===== config.mk =====
export PLATFORM = sky130hd
export DESIGN_NAME = fetch_stage
export DESIGN_NICKNAME = d
export VERILOG_FILES = /design/src/rtl/fetch_stage.sv
export SDC_FILE = /design/constraint.sdc
export NUM_CORES = 1
export LEC_CHECK = 0
export CORE_MARGIN = 2
export CORE_UTILIZATION = 35
export CTS_BUF_LIST = sky130_fd_sc_hd__clkbuf_8
export DETAILED_ROUTE_END_ITERATION = 8
export HOLD_SLACK_MARGIN = 0.08
export PLACE_DENSITY = 0.69
export SLEW_MARGIN = 5
export SYNTH_ARGS = -nofsm -noshare
export SYNTH_HDL_FRONTEND = slang
export SYNTH_SLANG_ARGS = --single-unit

===== constraint.sdc =====
create_clock -name clk -period 3.7 [get_ports clk]
set_input_delay 0.555 -clock clk [delete_from_list [all_inputs] [get_ports clk]]
set_output_delay 0.555 -clock clk [all_outputs]
set_load 0.03 [all_outputs]

===== src/rtl/fetch_stage.sv =====
// fetch_stage: PC register, IF/ID pipeline latch and fetch control FSM (boot, run, hold, flush)
module fetch_stage #(
  parameter logic [31:0] RESET_PC = 32'h0000_0000,
  parameter int FLUSH_CYCLES = 1
) (
  input  logic        clk,
  input  logic        rst_n,
  input  logic [31:0] next_pc,
  input  logic        redirect,
  input  logic        stall,
  input  logic [31:0] instr_rdata,
  output logic [31:0] imem_addr,
  output logic [31:0] pc_plus1,
  output logic [31:0] ifid_pc,
  output logic [31:0] ifid_instr,
  output logic        ifid_valid,
  output logic [31:0] fetch_count,
  output logic [31:0] stall_count
);
  typedef enum logic [1:0] {BOOT, RUN, HOLD, FLUSH} state_t;
  localparam logic [2:0] BUBBLES = 3'(FLUSH_CYCLES);
  state_t state;
  logic [31:0] pc;
  logic [2:0] bubble;
  assign imem_addr = pc;
  assign pc_plus1 = pc + 32'd1;
  always_ff @(posedge clk) begin
    if (!rst_n) begin
      state <= BOOT;
      pc <= RESET_PC;
      ifid_pc <= '0;
      ifid_instr <= '0;
      ifid_valid <= 1'b0;
      fetch_count <= '0;
      stall_count <= '0;
      bubble <= '0;
    end else if (state == BOOT) begin
      state <= RUN;
    end else if (redirect) begin
      pc <= next_pc;
      ifid_instr <= '0;
      ifid_valid <= 1'b0;
      bubble <= BUBBLES;
      state <= (BUBBLES != 3'd0) ? FLUSH : RUN;
    end else if (stall) begin
      // a stall inside FLUSH freezes the bubble sequence without counting as a hold cycle
      if (state != FLUSH) begin
        stall_count <= stall_count + 32'd1;
        state <= HOLD;
      end
    end else if (state == FLUSH) begin
      pc <= next_pc;
      ifid_pc <= pc;
      ifid_instr <= '0;
      ifid_valid <= 1'b0;
      bubble <= bubble - 3'd1;
      state <= (bubble <= 3'd1) ? RUN : FLUSH;
    end else begin
      pc <= next_pc;
      ifid_pc <= pc;
      ifid_instr <= instr_rdata;
      ifid_valid <= 1'b1;
      fetch_count <= fetch_count + 32'd1;
      state <= RUN;
    end
  end
endmodule


* After elaboration in Yosys (flattened, before gate mapping)
Cells that the tools add are included.
** Storage, ports and cells
- Bits in registers :: 166
- Output and inout bits :: 193
- Word-level logic and storage cells :: 49
** Cells by class
- $add $sub $neg :: 4
- Magnitude comparators :: 1
- Equal/unequal tests :: 5
- Muxes and demuxes :: 17
- Bitwise logic cells :: 5
- Reduce and logical (&&, ||, !) cells :: 8
** Operators with widths (number)
- $mux 32 :: 5
- $add 32x1->32 const B :: 3
- $mux 2 :: 5
- $mux 3 :: 3
- $reduce_and 4->1 :: 2
- $reduce_and 3->1 :: 2
- $not 1->1 :: 5
- $mux 1 :: 4
- $ne 2x2->1 const B :: 2
- $ne 4x2->1 const B :: 1
- $le 3x1->1 const B :: 1
- $ne 3x2->1 const B :: 1
- $sub 3x1->3 const B :: 1
- $eq 2x2->1 const B :: 1
- $logic_not 2->1 :: 1
- $reduce_and 2->1 :: 1
- $reduce_bool 2->1 :: 1
- $reduce_or 2->1 :: 1

* Depth between registers and ports, before layout
Gate-level depths: netlist of run 1.
- Depth after elaboration :: 6
- Depth in mapped cells :: 9
- Gate-level depth less buffers :: 6

* Worst setup path after synthesis of run 1
Ideal clock, no wire load.
- Path type :: reg-to-output
- Start point :: register pc[13] (netlist: imem_addr[13])
- End point :: output port pc_plus1[27]
- Arrival time :: 2.304 ns
- Required time :: 3.145 ns
- Slack :: 0.841 ns
- Stages on the path, launching flop included :: 6
- Path through :: dfxtp_1 > clkbuf_2 > nand4_1 > nor4_1 > nand4_1 > xnor2_1
** Between the ends
- Cells in the longest elaborated chain, start to end :: 1
** RTL lines
- start, declared :: line 23 : logic [31:0] pc;
- start signal, assigned :: line 40 : pc <= next_pc;
- start signal, assigned :: line 52 : pc <= next_pc;
- start signal, assigned :: line 59 : pc <= next_pc;
- $add 32x1->32 :: line 26 : assign pc_plus1 = pc + 32'd1;
- end, declared :: line 13 : output logic [31:0] pc_plus1,
No other way between the ends.

* Worst setup path after layout of run 1
- Start point :: register pc[14] (netlist: imem_addr[14])
- End point :: output port pc_plus1[31]
Same word-level chain as after synthesis.

==> impl_metrics.yaml, run 1 <==
status:
  status: "complete, no violations"
sta:
  tns_ps: 0
  whs_ps: 457.6
  period_needed_ps: 3444
  min_period_over_period_pct: 93.09
  worst_slew_pin_slew_ps: 703.2
  slew_violations: 0
  rsz0062_at_grt: "no"
  clock.fmax_mhz: 290.3
  final.setup_skew_ps: 16.26
  finalSetupViolations: 0
  max-slew-margin-rel_pct: 53.12
  hold_viol: 0
grt:
  track_usage_pct: 19.73
  antenna_found_initial: 0
  grt_pass1_wl_mm: 34.78
  grt_pass1_vias: 6600
  grt_max_degree: 65
  grt_overflow: 0
clock_tree:
  tritoncts: "yes"
  cts-resized-gates: 0
  cts-htree-levels: 4
  cts_root_buffer: "clkbuf_8"
  clkLatencyLatePin_ps: 470
  clkTransAtPathRegs_ps: 90
  cts_setup_buffers: 0
  cts.sinks: 166
  cts_hold_buf: 0
  numCtsBuffers: 17
  cts.path.max_buffers: 2
detailed_routing:
  wl_mm: 21.77
  drc: 0
  vias: 7198
  avgViaCountPerCell: 5.134
  wirelength_met1_mm: 9.633
  met2_length_mm: 10.22
  ant_nets: 0
  drtPass1Iterations: 5
  wl_met3_mm: 1.524
  highest_layer: "met4"
  wl_per_cell_um: 15.53
  drt-initial-drc-count: 302
final_layout:
  area_growth_syn_to_layout_pct: 45.78
  antenna_cells: 0
  num-fill-cells: 1958
  drive_gt1_share_pct: 5.389
  fin_util_pct: 52.05
  nets: 1195
setup_path:
  reg2reg_from: "state[0]"
  cp-start-kind: "register"
  regToRegSetupSlack_ps: 1070
  crit_required_ps: 3140
  cp.arrival_ps: 2890
  end_kind: "output port"
  r2r_end: "fetch_count[22]"
  criticalPathCategory: "reg -> out"
  reg2reg_depth: 7
  worst-path-max-fanout: 7
logic_synthesis:
  ys_ff_latch: 166
  synth_warnings: 0
  ys_types: 43
  yosysTopAreaCell: "dfxtp_1"
  synthXorXnorAreaFrac_pct: 5.317
  syn_area_sq_um: 7248
  syn_nets: 955
  synth_top_flop_cell: "dfxtp_1"
  ys_async_sr_fraction_pct: 0
  synthCells: 879
  synthTopCellsByCount: "dfxtp_1 (166), nand2_1 (162), a21oi_1 (108), nor2_1 (58), clkbuf_1 (45)"
  synth-seq-area-share_pct: 45.85
  synth_top_area_share_pct: 45.85
  synth.avg_cell_area_sq_um: 8.246
  synthMuxAreaShare_pct: 0.9667
  yosys-top-cells-area: "dfxtp_1 (46%), nand2_1 (8.4%), a21oi_1 (7.5%)"
  synth_compound_area_share_pct: 16.00
  synth_top_family_by_area: "simple AND/OR/NAND/NOR gates"
  synth_most_common_cell: "dfxtp_1"
  synth-adder-area-share_pct: 1.381
  synthSimpleGateAreaFrac_pct: 26.43
  synth-edff-count: 0
run:
  maxCapViolations: 0
power_and_ir_drop:
  leakagePower_nw: 3.513
  peakVddDrop_uv: 195.8
  power_density_nw_per_um2: 373.7
  power_mw: 3.949
floorplanning:
  row_count: 52
  start_util_pct: 35.71
  die_h_um: 147.9
  die_x_um: 147.9
  coreArea_sq_um: 20300
  dieArea_sq_um: 21880
  ios: 261
hold_path:
  hold_path_depth: 2
  hold_class: "reg -> reg"
  min_to: "ifid_pc[21]"
  min-delay-start: "ifid_pc[21]"
placed_design:
  gp_congestion: 0.8324
  hpwl_mm: 14.98
  port_buffers: 260
through the flow:
step	cell area, sq um	cells	setup WS, ps
floorplan	7248	879	840.5
global placement	10120	1370	650.7
detailed placement	10120	1370	617.7
CTS	10570	1402	169.6
global route	10570	1402	47.02
finish	10570	1402	255.8
flip-flops by register name (all words and copies together), names as in the netlist:
register     cells
stall_count     32
state            2
fetch_count     32
ifid_valid       1
ifid_pc         32
bubble           3
ifid_instr      32
imem_addr       32
power by group:
part           internal (mW)  leakage (nW)  switching (mW)  total [mW]
Clock                  0.770         0.226           0.694        1.46
Combinational          0.250          1.94           0.334       0.584
Sequential              1.83          1.35          0.0667        1.90
how the worst max path moves through the flow:
stage                        from               to  slack (ps)
finish              imem_addr[14]     pc_plus1[31]         260
global route        imem_addr[13]     pc_plus1[31]          50
CTS                 imem_addr[13]     pc_plus1[31]         170
detailed placement          stall  fetch_count[26]         620
global placement            stall  fetch_count[28]         650
floorplan           imem_addr[13]     pc_plus1[27]         840
worst max-delay path, stage by stage (launching register included):
cell	delay (ps)
dfxtp_1	490
nand4_1	220
nor4_1	420
buf_4	210
nand4_1	200
xnor2_1	200
clkdlybuf4s50_1	700
routing by layer:
metal / track usage [%] / vias to the layer above
met3: 5.556 / 30
met5: 0 / -
met2: 31.26 / 230
met4: 6.952 / 0
li1: - / 3577
met1: 25.83 / 3361
layout make-up:
type,instances,area [sq um],area share (%)
clock inverter,13,181.4,1.717
sequential,166,3323,31.45
timing repair buffer,275,2740,25.93
clock buffer,19,261.5,2.475
multi-input combinational,638,3641,34.46
tap,270,337.8,3.197
inverter,21,81.33,0.7697
placed cells by master (no fill, tap or decap), types with 3 or more instances in the layout:
| master | Yosys | layout |
|---|---|---|
| nor4_2 | 3 | 3 |
| nand2b_1 | 9 | 9 |
| and2_1 | 6 | 6 |
| nor3_1 | 9 | 8 |
| dfxtp_1 | 166 | 166 |
| o41ai_1 | 5 | 5 |
| ha_1 | 8 | 8 |
| nor2_1 | 58 | 56 |
| clkdlybuf4s50_1 | 0 | 260 |
| nand2_1 | 162 | 162 |
| or3_1 | 23 | 23 |
| a21oi_1 | 108 | 108 |
| o31ai_1 | 18 | 18 |
| inv_1 | 20 | 23 |
| nand4_1 | 26 | 26 |
| a22oi_1 | 32 | 32 |
| or4_1 | 20 | 20 |
| xor2_1 | 12 | 12 |
| o21a_1 | 4 | 4 |
| and3_1 | 6 | 6 |
| bufinv_16 | 0 | 4 |
| o21ai_0 | 21 | 21 |
| xnor2_1 | 32 | 32 |
| clkinv_4 | 0 | 3 |
| nand3_1 | 33 | 33 |
| mux2i_1 | 7 | 7 |
| nor4_1 | 6 | 6 |
| o311ai_0 | 4 | 4 |
| buf_4 | 0 | 13 |
| and4_1 | 9 | 9 |
| clkbuf_8 | 0 | 19 |
| or2_2 | 5 | 5 |
logic make-up after synthesis:
| group | after synthesis |
|---|---|
| buffers and inverters | 75 |
| DFF | 166 |
| adders and majority gates | 8 |
| and+or+nand+nor | 383 |
| xor gates and xnor gates | 44 |
| AOI/OAI and AO/OA | 196 |
| muxes | 7 |
Note: power is estimated with default switching activity, not from simulation.
==> inputs of run 2 (changes only) <==
==> constraint.sdc (replaced) <==
create_clock -name clk -period 3.2 [get_ports clk]
set_input_delay 0.48 -clock clk [delete_from_list [all_inputs] [get_ports clk]]
set_output_delay 0.48 -clock clk [all_outputs]
set_load 0.03 [all_outputs]
==> impl_metrics.yaml, run 2 (synthesis gave the netlist of run 1 again) <==
clock_tree:
  cts.path.max_buffers: 2
  cts.sinks: 166
  cts-htree-levels: 4
  clkLatencyLatePin_ps: 450
  numCtsBuffers: 17
  clkTransAtPathRegs_ps: 90
  cts_root_buffer: "clkbuf_8"
  tritoncts: "yes"
sta:
  worst_slew_pin_slew_ps: 646.3
  slew_violations: 0
  hold_viol: 0
  final.setup_skew_ps: 15.05
  clock.fmax_mhz: 339.1
  tns_ps: 0
  max-slew-margin-rel_pct: 56.78
  period_needed_ps: 2949
  finalSetupViolations: 0
  min_period_over_period_pct: 92.16
  rsz0062_at_grt: "no"
setup_path:
  worst-path-max-fanout: 8
  reg2reg_from: "state[1]"
  regToRegSetupSlack_ps: 700
  r2r_end: "fetch_count[24]"
  criticalPathCategory: "reg -> out"
  cp-start-kind: "register"
  reg2reg_depth: 6
  end_kind: "output port"
  startpoint: "imem_addr[0]"
  crit_end: "pc_plus1[8]"
  cp.arrival_ps: 2470
  crit_required_ps: 2720
detailed_routing:
  ant_nets: 0
  drt-initial-drc-count: 400
  drtPass1Iterations: 5
  drc: 0
  wl_mm: 21.80
  vias: 7262
  wl_per_cell_um: 15.50
  avgViaCountPerCell: 5.161
grt:
  grt_pass1_wl_mm: 35.00
  grt_pass1_vias: 6722
  antenna_found_initial: 0
  grt_overflow: 0
  grt_max_degree: 67
  track_usage_pct: 19.68
hold_path:
  hold_class: "reg -> reg"
power_and_ir_drop:
  leakagePower_nw: 3.722
  power_mw: 4.411
  p_int_mw: 3.165
  power_density_nw_per_um2: 417.1
  power_switching_share_pct: 28.25
  comb_power_share_pct: 15.5
  switching_power_mw: 1.246
  peakVddDrop_uv: 238.4
  clock_power_share_pct: 34.8
  p_seq_share_pct: 49.7
final_layout:
  layout_common_cells: "clkdlybuf4s50_1 (238), dfxtp_1 (166), nand2_1 (162)"
  drive_gt1_share_pct: 6.508
  area_growth_syn_to_layout_pct: 45.90
  antenna_cells: 0
  nets: 1200
  num-fill-cells: 1958
  final_common_cell: "clkdlybuf4s50_1"
placed_design:
  hpwl_mm: 15.24
  port_buffers: 260
  gp_congestion: 0.8194
floorplanning:
  die_h_um: 147.9
  start_util_pct: 35.71
  ios: 261
  row_count: 52
  die_x_um: 147.9
  coreArea_sq_um: 20300
  dieArea_sq_um: 21880
run:
  maxCapViolations: 0
status:
  status: "complete, no violations"
run 2: routing by layer:
layer | GRT usage (%) | routed length (um) | vias to the layer above
met5 | 0 | 0 | -
met4 | 7.810 | 604 | 0
met3 | 4.907 | 1486 | 35
met2 | 30.47 | 9973 | 239
met1 | 26.39 | 9739 | 3390
li1 | - | - | 3598
run 2: worst min-delay path by stage:
| stage | endpoint | startpoint | cells past startpoint | slack (ps) |
|---|---|---|---|---|
| global placement | ifid_pc[17] | ifid_pc[17] | 2 | 440 |
| global route | ifid_pc[22] | ifid_pc[22] | 2 | 470 |
| CTS | ifid_pc[6] | ifid_pc[6] | 2 | 460 |
| floorplan | bubble[1] | bubble[1] | 2 | 460 |
| detailed placement | ifid_pc[6] | ifid_pc[6] | 2 | 450 |
| finish | ifid_pc[6] | ifid_pc[6] | 2 | 450 |
run 2: repair_timing:
item	4_1_cts	5_1_grt
endpoints found under the setup margin	5	10
pin swaps	0	1
hold buffers	0	0
gates resized for setup	5	10
gates cloned	0	0
buffers inserted	0	1
run 2: final cells by class:
| cell class | instances | area [sq um] | share of cell area, % |
|---|---|---|---|
| Multi-Input combinational cell | 638 | 3641 | 34.43 |
| Inverter | 21 | 81.33 | 0.7691 |
| Clock buffer | 20 | 275.3 | 2.603 |
| Timing Repair Buffer | 280 | 2791 | 26.40 |
| Sequential cell | 166 | 3323 | 31.42 |
| Clock inverter | 12 | 125.1 | 1.183 |
| Tap cell | 270 | 337.8 | 3.195 |
run 2: worst max-delay path, stage by stage (launching register included):
cell	delay [ps]
dfxtp_1	460
ha_1	270
nand3_1	230
nor2_1	180
xor2_1	180
clkdlybuf4s50_1	700
run 2: power groups by stage:
stage / Clock, mW / Sequential (mW) / Combinational, mW
floorplan: 0 / 2.33 / 0.267
global placement: 0 / 2.24 / 0.692
detailed placement: 0 / 2.24 / 0.695
CTS: 1.59 / 2.19 / 0.693
global route: 1.69 / 2.20 / 0.733
finish: 1.54 / 2.19 / 0.684
run 2: metrics by stage:
stage	instances	utilization [%]	hold WS, ps	area, sq um	worst slack [ps]
final	1407	52.10	455.0	10580	251.0
after global routing	1407	52.10	472.9	10580	55.62
after CTS	1406	51.94	456.7	10540	14.45
after detailed placement	1374	49.99	445.5	10150	447.8
after global placement	1374	49.99	441.3	10150	485.0
after floorplan	879	-	462.5	7248	415.5
